==> config.mk <==
export PLATFORM = sky130hd
export DESIGN_NAME = branch_ctrl
export DESIGN_NICKNAME = d
export VERILOG_FILES = /design/src/rtl/branch_ctrl_pkg.sv /design/src/rtl/branch_hazard_det.sv /design/src/rtl/branch_ctrl.sv
export SDC_FILE = /design/constraint.sdc
export NUM_CORES = 1
export LEC_CHECK = 0
export CAP_MARGIN = 10
export CORE_ASPECT_RATIO = 1.1
export CORE_MARGIN = 2
export CORE_UTILIZATION = 43
export CTS_BUF_LIST = sky130_fd_sc_hd__clkbuf_16
export CTS_CLUSTER_SIZE = 25
export DETAILED_ROUTE_END_ITERATION = 6
export GPL_ROUTABILITY_DRIVEN = 0
export PLACE_DENSITY = 0.86
export SETUP_SLACK_MARGIN = 0.15
export SLEW_MARGIN = 15
export SYNTH_ARGS = -nofsm -noshare
export SYNTH_HDL_FRONTEND = slang
export SYNTH_SLANG_ARGS = --single-unit
==> constraint.sdc <==
create_clock -name clk -period 9.6 [get_ports clk]
set_input_delay 2.88 -clock clk [delete_from_list [all_inputs] [get_ports clk]]
set_output_delay 2.88 -clock clk [all_outputs]
set_load 0.02 [all_outputs]
==> src/rtl/branch_ctrl_pkg.sv <==
// rtl/branch_ctrl_pkg.sv - shared decode constants, FSM states and branch classifier
//
// Purpose: opcode/funct/REGIMM-rt encodings for MIPS control transfers, the
//          branch_ctrl FSM state encoding, and a classifier that turns the
//          decode fields into the attributes the controller and the hazard
//          detector need.
// Ports:   none (package).
package branch_ctrl_pkg;

  // Primary opcodes
  localparam logic [5:0] EXE_SPECIAL_INST = 6'b000000;
  localparam logic [5:0] EXE_REGIMM_INST  = 6'b000001;
  localparam logic [5:0] EXE_J            = 6'b000010;
  localparam logic [5:0] EXE_JAL          = 6'b000011;
  localparam logic [5:0] EXE_BEQ          = 6'b000100;
  localparam logic [5:0] EXE_BNE          = 6'b000101;
  localparam logic [5:0] EXE_BLEZ         = 6'b000110;
  localparam logic [5:0] EXE_BGTZ         = 6'b000111;

  // REGIMM subcodes carried in rt
  localparam logic [4:0] EXE_BLTZ         = 5'b00000;
  localparam logic [4:0] EXE_BGEZ         = 5'b00001;
  localparam logic [4:0] EXE_BLTZAL       = 5'b10000;
  localparam logic [4:0] EXE_BGEZAL       = 5'b10001;

  // SPECIAL funct codes
  localparam logic [5:0] EXE_JR           = 6'b001000;
  localparam logic [5:0] EXE_JALR         = 6'b001001;

  typedef enum logic [1:0] {
    IDLE = 2'd0,
    WAIT = 2'd1,
    SLOT = 2'd2
  } br_state_e;

  typedef enum logic [1:0] {
    TGT_BR = 2'd0,
    TGT_J  = 2'd1,
    TGT_JR = 2'd2
  } tgt_sel_e;

  typedef struct packed {
    logic     is_ct;    // control transfer of any kind
    logic     is_cond;  // outcome depends on cmp_y (and is counted)
    logic     is_link;  // writes PC+8 to the link register
    logic     use_rs;
    logic     use_rt;
    tgt_sel_e tsel;
  } br_class_t;

  function automatic br_class_t classify(input logic [5:0] op,
                                         input logic [4:0] rt,
                                         input logic [5:0] funct);
    br_class_t c;
    c = '0;
    case (op)
      EXE_BEQ, EXE_BNE: begin
        c.is_ct   = 1'b1;
        c.is_cond = 1'b1;
        c.use_rs  = 1'b1;
        c.use_rt  = 1'b1;
        c.tsel    = TGT_BR;
      end
      EXE_BGTZ, EXE_BLEZ: begin
        c.is_ct   = 1'b1;
        c.is_cond = 1'b1;
        c.use_rs  = 1'b1;
        c.tsel    = TGT_BR;
      end
      EXE_REGIMM_INST: begin
        if (rt == EXE_BLTZ || rt == EXE_BGEZ || rt == EXE_BLTZAL || rt == EXE_BGEZAL) begin
          c.is_ct   = 1'b1;
          c.is_cond = 1'b1;
          c.use_rs  = 1'b1;
          c.is_link = (rt == EXE_BLTZAL) || (rt == EXE_BGEZAL);
          c.tsel    = TGT_BR;
        end
      end
      EXE_J, EXE_JAL: begin
        c.is_ct   = 1'b1;
        c.is_link = (op == EXE_JAL);
        c.tsel    = TGT_J;
      end
      EXE_SPECIAL_INST: begin
        if (funct == EXE_JR || funct == EXE_JALR) begin
          c.is_ct   = 1'b1;
          c.use_rs  = 1'b1;
          c.is_link = (funct == EXE_JALR);
          c.tsel    = TGT_JR;
        end
      end
      default: ;
    endcase
    return c;
  endfunction

endpackage

==> src/rtl/branch_hazard_det.sv <==
// rtl/branch_hazard_det.sv - RAW hazard check for branch source operands in ID
//
// Purpose: flags when a source register the ID-stage branch compares is still
//          being produced by an ALU op in EX or a load in MEM.
// Ports:   use_rs/use_rt  which decode fields are real sources
//          id_rs/id_rt    source register numbers
//          ex_regwrite/ex_writereg    EX destination
//          mem_memtoreg/mem_writereg  MEM load destination
//          hazard         operand not yet available to eqcmp
module branch_hazard_det (
  input  logic       use_rs,
  input  logic       use_rt,
  input  logic [4:0] id_rs,
  input  logic [4:0] id_rt,
  input  logic       ex_regwrite,
  input  logic [4:0] ex_writereg,
  input  logic       mem_memtoreg,
  input  logic [4:0] mem_writereg,
  output logic       hazard
);

  logic rs_hit;
  logic rt_hit;

  // $0 is hardwired, so a write targeting it never blocks a branch.
  // A non-load in MEM is already forwardable, hence only loads count there.
  assign rs_hit = use_rs && (id_rs != 5'd0) &&
                  ((ex_regwrite && (id_rs == ex_writereg)) ||
                   (mem_memtoreg && (id_rs == mem_writereg)));

  assign rt_hit = use_rt && (id_rt != 5'd0) &&
                  ((ex_regwrite && (id_rt == ex_writereg)) ||
                   (mem_memtoreg && (id_rt == mem_writereg)));

  assign hazard = rs_hit || rt_hit;

endmodule

==> src/rtl/branch_ctrl.sv <==
// rtl/branch_ctrl.sv - ID-stage branch/jump resolution sequencer
//
// Purpose: waits for branch operands, resolves the branch in ID, drives the
//          PC redirect, tracks the delay slot, requests link writes and
//          counts conditional-branch outcomes.
// Ports:   clk, resetn (async, active low)
//          id_valid, id_op, id_rt, id_rs, id_funct  ID decode fields
//          cmp_y                      eqcmp condition result
//          ex_regwrite/ex_writereg, mem_memtoreg/mem_writereg  producers
//          stall_in, flush_exc        global stall / exception flush
//          br_target, j_target, jr_target  candidate redirect addresses
//          stall_id                   hold IF/ID while operands pending
//          redirect_valid/redirect_pc PC redirect
//          id_in_dslot                ID holds a delay-slot instruction
//          link_we                    write PC+8 to the link register
//          perf_taken/perf_ntaken     conditional-branch outcome counters
module branch_ctrl
  import branch_ctrl_pkg::*;
#(
  parameter int ADDR_W = 32,
  parameter int PERF_W = 32
) (
  input  logic              clk,
  input  logic              resetn,
  input  logic              id_valid,
  input  logic [5:0]        id_op,
  input  logic [4:0]        id_rt,
  input  logic [4:0]        id_rs,
  input  logic [5:0]        id_funct,
  input  logic              cmp_y,
  input  logic              ex_regwrite,
  input  logic [4:0]        ex_writereg,
  input  logic              mem_memtoreg,
  input  logic [4:0]        mem_writereg,
  input  logic              stall_in,
  input  logic              flush_exc,
  input  logic [ADDR_W-1:0] br_target,
  input  logic [ADDR_W-1:0] j_target,
  input  logic [ADDR_W-1:0] jr_target,
  output logic              stall_id,
  output logic              redirect_valid,
  output logic [ADDR_W-1:0] redirect_pc,
  output logic              id_in_dslot,
  output logic              link_we,
  output logic [PERF_W-1:0] perf_taken,
  output logic [PERF_W-1:0] perf_ntaken
);

  br_class_t         cls;
  logic              hazard;
  br_state_e         state_q;
  br_state_e         state_d;
  logic              dslot_q;
  logic              dslot_d;
  logic [PERF_W-1:0] perf_taken_q;
  logic [PERF_W-1:0] perf_ntaken_q;
  logic              ct_active;
  logic              taken;
  logic              out_en;
  logic              cnt_taken;
  logic              cnt_ntaken;
  logic              stall_c;
  logic              redir_c;
  logic [ADDR_W-1:0] redir_pc_c;
  logic              link_c;

  assign cls = classify(id_op, id_rt, id_funct);

  branch_hazard_det u_hazard (
    .use_rs       (cls.use_rs),
    .use_rt       (cls.use_rt),
    .id_rs        (id_rs),
    .id_rt        (id_rt),
    .ex_regwrite  (ex_regwrite),
    .ex_writereg  (ex_writereg),
    .mem_memtoreg (mem_memtoreg),
    .mem_writereg (mem_writereg),
    .hazard       (hazard)
  );

  // Only IDLE and WAIT evaluate the ID instruction; in SLOT the ID stage holds
  // the delay slot, which is never resolved until the FSM is back in IDLE.
  assign ct_active = id_valid && cls.is_ct && ((state_q == IDLE) || (state_q == WAIT));
  assign taken     = cls.is_cond ? cmp_y : 1'b1;

  // Output gate only; resetn is kept out of every flop D path.
  assign out_en = resetn && !flush_exc;

  always_comb begin
    state_d    = state_q;
    stall_c    = 1'b0;
    redir_c    = 1'b0;
    redir_pc_c = '0;
    link_c     = 1'b0;
    cnt_taken  = 1'b0;
    cnt_ntaken = 1'b0;

    case (state_q)
      IDLE:    if (ct_active) state_d = hazard ? WAIT : SLOT;
      WAIT:    if (!ct_active) state_d = IDLE;
               else            state_d = hazard ? WAIT : SLOT;
      SLOT:    state_d = IDLE;
      default: state_d = IDLE;
    endcase

    if (ct_active) begin
      if (hazard) begin
        stall_c = 1'b1;
      end else begin
        redir_c = taken;
        if (taken) begin
          case (cls.tsel)
            TGT_BR:  redir_pc_c = br_target;
            TGT_J:   redir_pc_c = j_target;
            default: redir_pc_c = jr_target;
          endcase
        end
        link_c     = cls.is_link;
        cnt_taken  = cls.is_cond && taken;
        cnt_ntaken = cls.is_cond && !taken;
      end
    end

    // A global stall freezes sequencing; the combinational resolution keeps
    // being presented so the redirect stays stable until the stall lifts.
    if (stall_in) begin
      state_d    = state_q;
      cnt_taken  = 1'b0;
      cnt_ntaken = 1'b0;
    end

    if (flush_exc) begin
      state_d    = IDLE;
      cnt_taken  = 1'b0;
      cnt_ntaken = 1'b0;
    end

    dslot_d = (state_d == SLOT);
  end

  always_ff @(posedge clk or negedge resetn) begin
    if (!resetn) begin
      state_q       <= IDLE;
      dslot_q       <= 1'b0;
      perf_taken_q  <= '0;
      perf_ntaken_q <= '0;
    end else begin
      state_q <= state_d;
      dslot_q <= dslot_d;
      if (cnt_taken)  perf_taken_q  <= perf_taken_q + PERF_W'(1);
      if (cnt_ntaken) perf_ntaken_q <= perf_ntaken_q + PERF_W'(1);
    end
  end

  assign stall_id       = out_en && stall_c;
  assign redirect_valid = out_en && redir_c;
  assign redirect_pc    = out_en ? redir_pc_c : '0;
  assign link_we        = out_en && link_c;
  assign id_in_dslot    = dslot_q;
  assign perf_taken     = perf_taken_q;
  assign perf_ntaken    = perf_ntaken_q;

endmodule
==> flow_summary.html <==
<table>
<tr><th>Metric</th><th>Value</th></tr>
<tr><th colspan="2">Run status</th></tr>
<tr><td>Status</td><td>finished clean</td></tr>
<tr><th colspan="2">Clock tree</th></tr>
<tr><td>Cts hold-fix bufs</td><td>0</td></tr>
<tr><td>Buffers from clock root to sink, at most</td><td>2</td></tr>
<tr><td>Clock latency on the worst-skew pair</td><td>330 ps</td></tr>
<tr><td>Post-CTS repair timing setup buffer count</td><td>0</td></tr>
<tr><td>Count of instances resized after the clock tree is built</td><td>0</td></tr>
<tr><td>Depth of the CTS H-tree</td><td>3</td></tr>
<tr><td>Clk sink count</td><td>67</td></tr>
<tr><td>CTS clock-pin slew for the worst setup and hold paths</td><td>50 ps</td></tr>
<tr><td>Clock root cell</td><td>clkbuf_16</td></tr>
<tr><td>Clock tree from TritonCTS</td><td>yes</td></tr>
<tr><td>Clock buffers created by TritonCTS</td><td>9</td></tr>
<tr><th colspan="2">Routing</th></tr>
<tr><td>Number of vias after detailed routing</td><td>5,257</td></tr>
<tr><td>Antenna viol nets, final</td><td>0</td></tr>
<tr><td>Average wire per standard cell</td><td>22.0 um</td></tr>
<tr><td>Pre-antenna DRT Iters</td><td>5</td></tr>
<tr><td>Number of vias per cell after detailed routing</td><td>6.11</td></tr>
<tr><td>1st-iter DRT viols</td><td>447</td></tr>
<tr><td>DRC Markers</td><td>0</td></tr>
<tr><td>Final wirelength</td><td>18,900 um</td></tr>
<tr><th colspan="2">Yosys</th></tr>
<tr><td>Largest family of logic cells by synthesized area</td><td>simple AND/OR/NAND/NOR gates</td></tr>
<tr><td>Adder-cell share of the synthesized area</td><td>0.556%</td></tr>
<tr><td>Share of the synthesized netlist area taken by xor and xnor gates</td><td>16.0%</td></tr>
<tr><td>Net count after synthesis</td><td>629</td></tr>
<tr><td>Cells after Synth</td><td>491</td></tr>
<tr><td>Average footprint of a synthesized cell</td><td>9.16 sq um</td></tr>
<tr><td>Number of warning messages in the yosys log</td><td>0</td></tr>
<tr><td>Area share of the largest cell type after synthesis</td><td>37.3%</td></tr>
<tr><td>Library cell occupying the most area in the post-synthesis netlist</td><td>dfrtp_1</td></tr>
<tr><td>Multiplexer share of the synthesized area</td><td>0.501%</td></tr>
<tr><td>Number of register bits inferred by synthesis</td><td>67</td></tr>
<tr><td>Register area share after synthesis</td><td>37.3%</td></tr>
<tr><td>Share of synthesized cell area in and, or, nand and nor gates</td><td>24.2%</td></tr>
<tr><td>Mapped Area</td><td>4500 sq um</td></tr>
<tr><td>Number of distinct library cells after synthesis</td><td>41</td></tr>
<tr><td>Synth top area cells</td><td>dfrtp_1, xnor2_1, o22ai_1, xor2_1, a211oi_1</td></tr>
<tr><td>Compound-gate portion of the synthesized area</td><td>18.0%</td></tr>
<tr><th colspan="2">Worst setup path</th></tr>
<tr><td>Critical path capture point</td><td>redirect_pc[7]</td></tr>
<tr><td>Worst Setup SP</td><td>id_op[0]</td></tr>
<tr><td>Path depth of the worst reg2reg path</td><td>6</td></tr>
<tr><td>Worst path required time</td><td>6720 ps</td></tr>
<tr><td>Critical-path maximum fanout</td><td>28</td></tr>
<tr><td>CP startpoint kind</td><td>input port</td></tr>
<tr><td>Type of element capturing the critical path</td><td>output pin</td></tr>
<tr><td>Arrival @ worst endpoint</td><td>5890 ps</td></tr>
<tr><td>Setup Crit Path Kind</td><td>input port to output pin</td></tr>
<tr><td>FF-to-FF End</td><td>perf_taken[30]$_DFFE_PN0P_</td></tr>
<tr><td>Reg2reg start</td><td>perf_taken[3]$_DFFE_PN0P_</td></tr>
<tr><td>Setup slack of the most critical reg-to-reg path</td><td>7270 ps</td></tr>
<tr><th colspan="2">Timing</th></tr>
<tr><td>Setup Viol. Count Final</td><td>0</td></tr>
<tr><td>Peak clock frequency supported by timing</td><td>114 MHz</td></tr>
<tr><td>Period Utilization, post-route</td><td>91.3%</td></tr>
<tr><td>Unrepaired setup endpoints after global routing</td><td>no</td></tr>
<tr><td>Clock Skews</td><td>7.32 ps</td></tr>
<tr><td>Final count of hold timing violations</td><td>0</td></tr>
<tr><td>Total negative setup slack</td><td>0 ps</td></tr>
<tr><td>Actual transition at the worst max-transition pin</td><td>850 ps</td></tr>
<tr><td>Fin crit period</td><td>8770 ps</td></tr>
<tr><td>Final max-slew violation count</td><td>0</td></tr>
<tr><td>Max-slew headroom</td><td>43.3%</td></tr>
<tr><td>Min Hold Slack</td><td>468 ps</td></tr>
<tr><th colspan="2">Global route</th></tr>
<tr><td>Largest net degree at the start of global routing</td><td>68</td></tr>
<tr><td>Wire length of the first global-routing pass</td><td>28,700 um</td></tr>
<tr><td>Antenna violations before repair</td><td>0</td></tr>
<tr><td>Number of global-route vias before repair</td><td>5,116</td></tr>
<tr><td>Total grt overflow</td><td>0</td></tr>
<tr><td>Total Routing Usage GR</td><td>32.9%</td></tr>
<tr><th colspan="2">Power</th></tr>
<tr><td>Static leakage</td><td>2.83 nW</td></tr>
<tr><td>Portion of total power attributed to sequential cells</td><td>41.0%</td></tr>
<tr><td>Switching power</td><td>0.170 mW</td></tr>
<tr><td>Sw frac</td><td>24.5%</td></tr>
<tr><td>Worst IR Drop VDD</td><td>112 uV</td></tr>
<tr><td>Total power divided by cell area</td><td>95.6 nW/um^2</td></tr>
<tr><td>Clk pwr share</td><td>42.3%</td></tr>
<tr><td>Part of the total power dissipated in combinational logic</td><td>16.7%</td></tr>
<tr><td>Cell Int Power</td><td>0.521 mW</td></tr>
<tr><th colspan="2">Cells and area</th></tr>
<tr><td>Final layout net count</td><td>851</td></tr>
<tr><td>Final-layout fill cell count</td><td>789</td></tr>
<tr><td>Fraction of layout cells with a size suffix above 1</td><td>5.57%</td></tr>
<tr><td>Area growth from synthesis to final layout</td><td>60.7%</td></tr>
<tr><td>Area of combinational cells with multiple inputs</td><td>2660 sq um</td></tr>
<tr><td>Diode count</td><td>0</td></tr>
<tr><td>Reg area</td><td>1680 sq um</td></tr>
<tr><th colspan="2">Flow run</th></tr>
<tr><td>Number of violations of the max-capacitance limit</td><td>0</td></tr>
<tr><th colspan="2">Placed design</th></tr>
<tr><td>HPWL Detailed</td><td>14,100 um</td></tr>
<tr><td>Port Buffers</td><td>235</td></tr>
<tr><th colspan="2">Floorplanning</th></tr>
<tr><td>Die footprint</td><td>11,300 sq um</td></tr>
<tr><td>Placeable core region</td><td>10,300 sq um</td></tr>
<tr><td>Number of placement rows</td><td>39</td></tr>
<tr><td>I/O pin cnt</td><td>236</td></tr>
<tr><td>Initial Util</td><td>43.7%</td></tr>
<tr><td>Vertical extent of the die</td><td>111 um</td></tr>
<tr><td>Die X</td><td>102 um</td></tr>
<tr><th colspan="2">Worst hold path</th></tr>
<tr><td>Hold WC Path Type</td><td>flop to flop</td></tr>
</table>
==> power groups by stage <==
stage / clock (mW) / combinational, mW / sequential, mW
2_1_floorplan: 0 / 0.0322 / 0.289
3_3_place_gp: 0 / 0.112 / 0.288
3_5_place_dp: 0 / 0.113 / 0.288
4_1_cts: 0.292 / 0.114 / 0.283
5_1_grt: 0.305 / 0.122 / 0.283
6_report: 0.292 / 0.116 / 0.283
==> cell usage after synthesis <==
| cell type | n |
|---|---|
| and3_1 | 29 |
| a22o_1 | 1 |
| a21oi_2 | 2 |
| nor3_2 | 1 |
| dfrtp_1 | 67 |
| nand4_1 | 30 |
| xor2_1 | 31 |
| a211oi_1 | 32 |
| nand4bb_1 | 1 |
| o32ai_1 | 1 |
| a31oi_1 | 1 |
| mux2_2 | 2 |
| nor2b_1 | 2 |
| nor4b_4 | 1 |
| nand3_1 | 40 |
| nand3b_1 | 1 |
| buf_2 | 11 |
| nand4_2 | 1 |
| o32a_1 | 1 |
| xnor2_1 | 51 |
| o22ai_1 | 66 |
| clkbuf_1 | 25 |
| nor3_1 | 22 |
| nor3b_1 | 2 |
| a21o_1 | 3 |
| inv_1 | 2 |
| a32oi_1 | 2 |
| and2_1 | 8 |
| or4_1 | 3 |
| nor4_1 | 8 |
| inv_2 | 1 |
| o21ai_0 | 1 |
| o32ai_2 | 1 |
| a2111oi_4 | 1 |
| or2_1 | 1 |
| ha_1 | 2 |
| o2111ai_2 | 1 |
| nor2_1 | 8 |
| nand2_1 | 17 |
| or3_1 | 2 |
| and4_1 | 9 |
==> stage by stage <==
stage	util, %	setup WS (ps)	instance area (sq um)	std cells	power, mW
global route	70.2	630	7230	861	0.710
CTS	70.2	906	7230	861	0.689
global placement	67.7	971	6970	845	0.400
floorplan	-	1900	4500	491	0.321
finish	70.2	830	7230	861	0.691
detailed placement	67.7	933	6970	845	0.401
==> sequential cells by signal, indices dropped and copies added (netlist names) <==
register     flops
state_q          2
perf_ntaken     32
perf_taken      32
id_in_dslot      1
==> critical path, stage by stage <==
cell and delay, ps:
clkdlybuf4s50_1 470, nor2_1 250, and3_1 610, nand2_1 360, buf_4 340, o22ai_1 270
a211oi_1 130, clkdlybuf4s50_1 570
==> layout make-up <==
cell class,count,share of cell area [%]
tap,143,2.48
clock inverter,7,0.502
timing repair buffer,247,33.7
clock buffer,9,3.12
inverter,3,0.156
sequential,67,23.2
multi-input combinational,385,36.8
==> kinds of logic (layout without fill, tap and decap cells) <==
family,count (synthesis),in the layout
AOI/OAI and AO/OA,113,113
and+or+nand+nor,186,186
xor gates and xnor gates,82,82
buffers and inverters,39,266
adders and majority gates,2,2
muxes,2,2
DFF,67,67
==> per-layer routing <==
layer	track usage, %	up-vias	share of wire [%]
li1	-	2342	-
met1	39.9	2541	37
met2	53.1	314	48
met3	12.5	60	11
met4	11.1	0	3.6
met5	0	-	0
==> placed cells by master, fill, tap and decap left out, types with 2 or more instances in the layout <==
cell type and instances:
a211oi_1 32, a21o_1 3, a21oi_2 2, a32oi_1 2, and2_1 8, and3_1 29
and4_1 9, buf_4 12, clkbuf_16 9, clkdlybuf4s50_1 234, clkinv_2 5, dfrtp_1 67
ha_1 2, inv_1 3, mux2_2 2, nand2_1 17, nand3_1 40, nand4_1 30
nor2_1 7, nor2b_1 2, nor3_1 22, nor3b_1 2, nor4_1 8, o22ai_1 66
or3_1 2, or4_1 3, xnor2_1 51, xor2_1 31
==> worst min-delay path by stage <==
stage / startpoint / endpoint / depth (start not counted)
floorplan: state_q[0]$_DFF_PN0_ / id_in_dslot$_DFF_PN0_ / 1
global placement: perf_ntaken[31]$_DFFE_PN0P_ / perf_ntaken[31]$_DFFE_PN0P_ / 1
detailed placement: perf_ntaken[31]$_DFFE_PN0P_ / perf_ntaken[31]$_DFFE_PN0P_ / 1
CTS: perf_ntaken[31]$_DFFE_PN0P_ / perf_ntaken[31]$_DFFE_PN0P_ / 1
global route: perf_ntaken[31]$_DFFE_PN0P_ / perf_ntaken[31]$_DFFE_PN0P_ / 1
finish: perf_ntaken[31]$_DFFE_PN0P_ / perf_ntaken[31]$_DFFE_PN0P_ / 1
No activity file was read; power rests on OpenSTA's default activity.
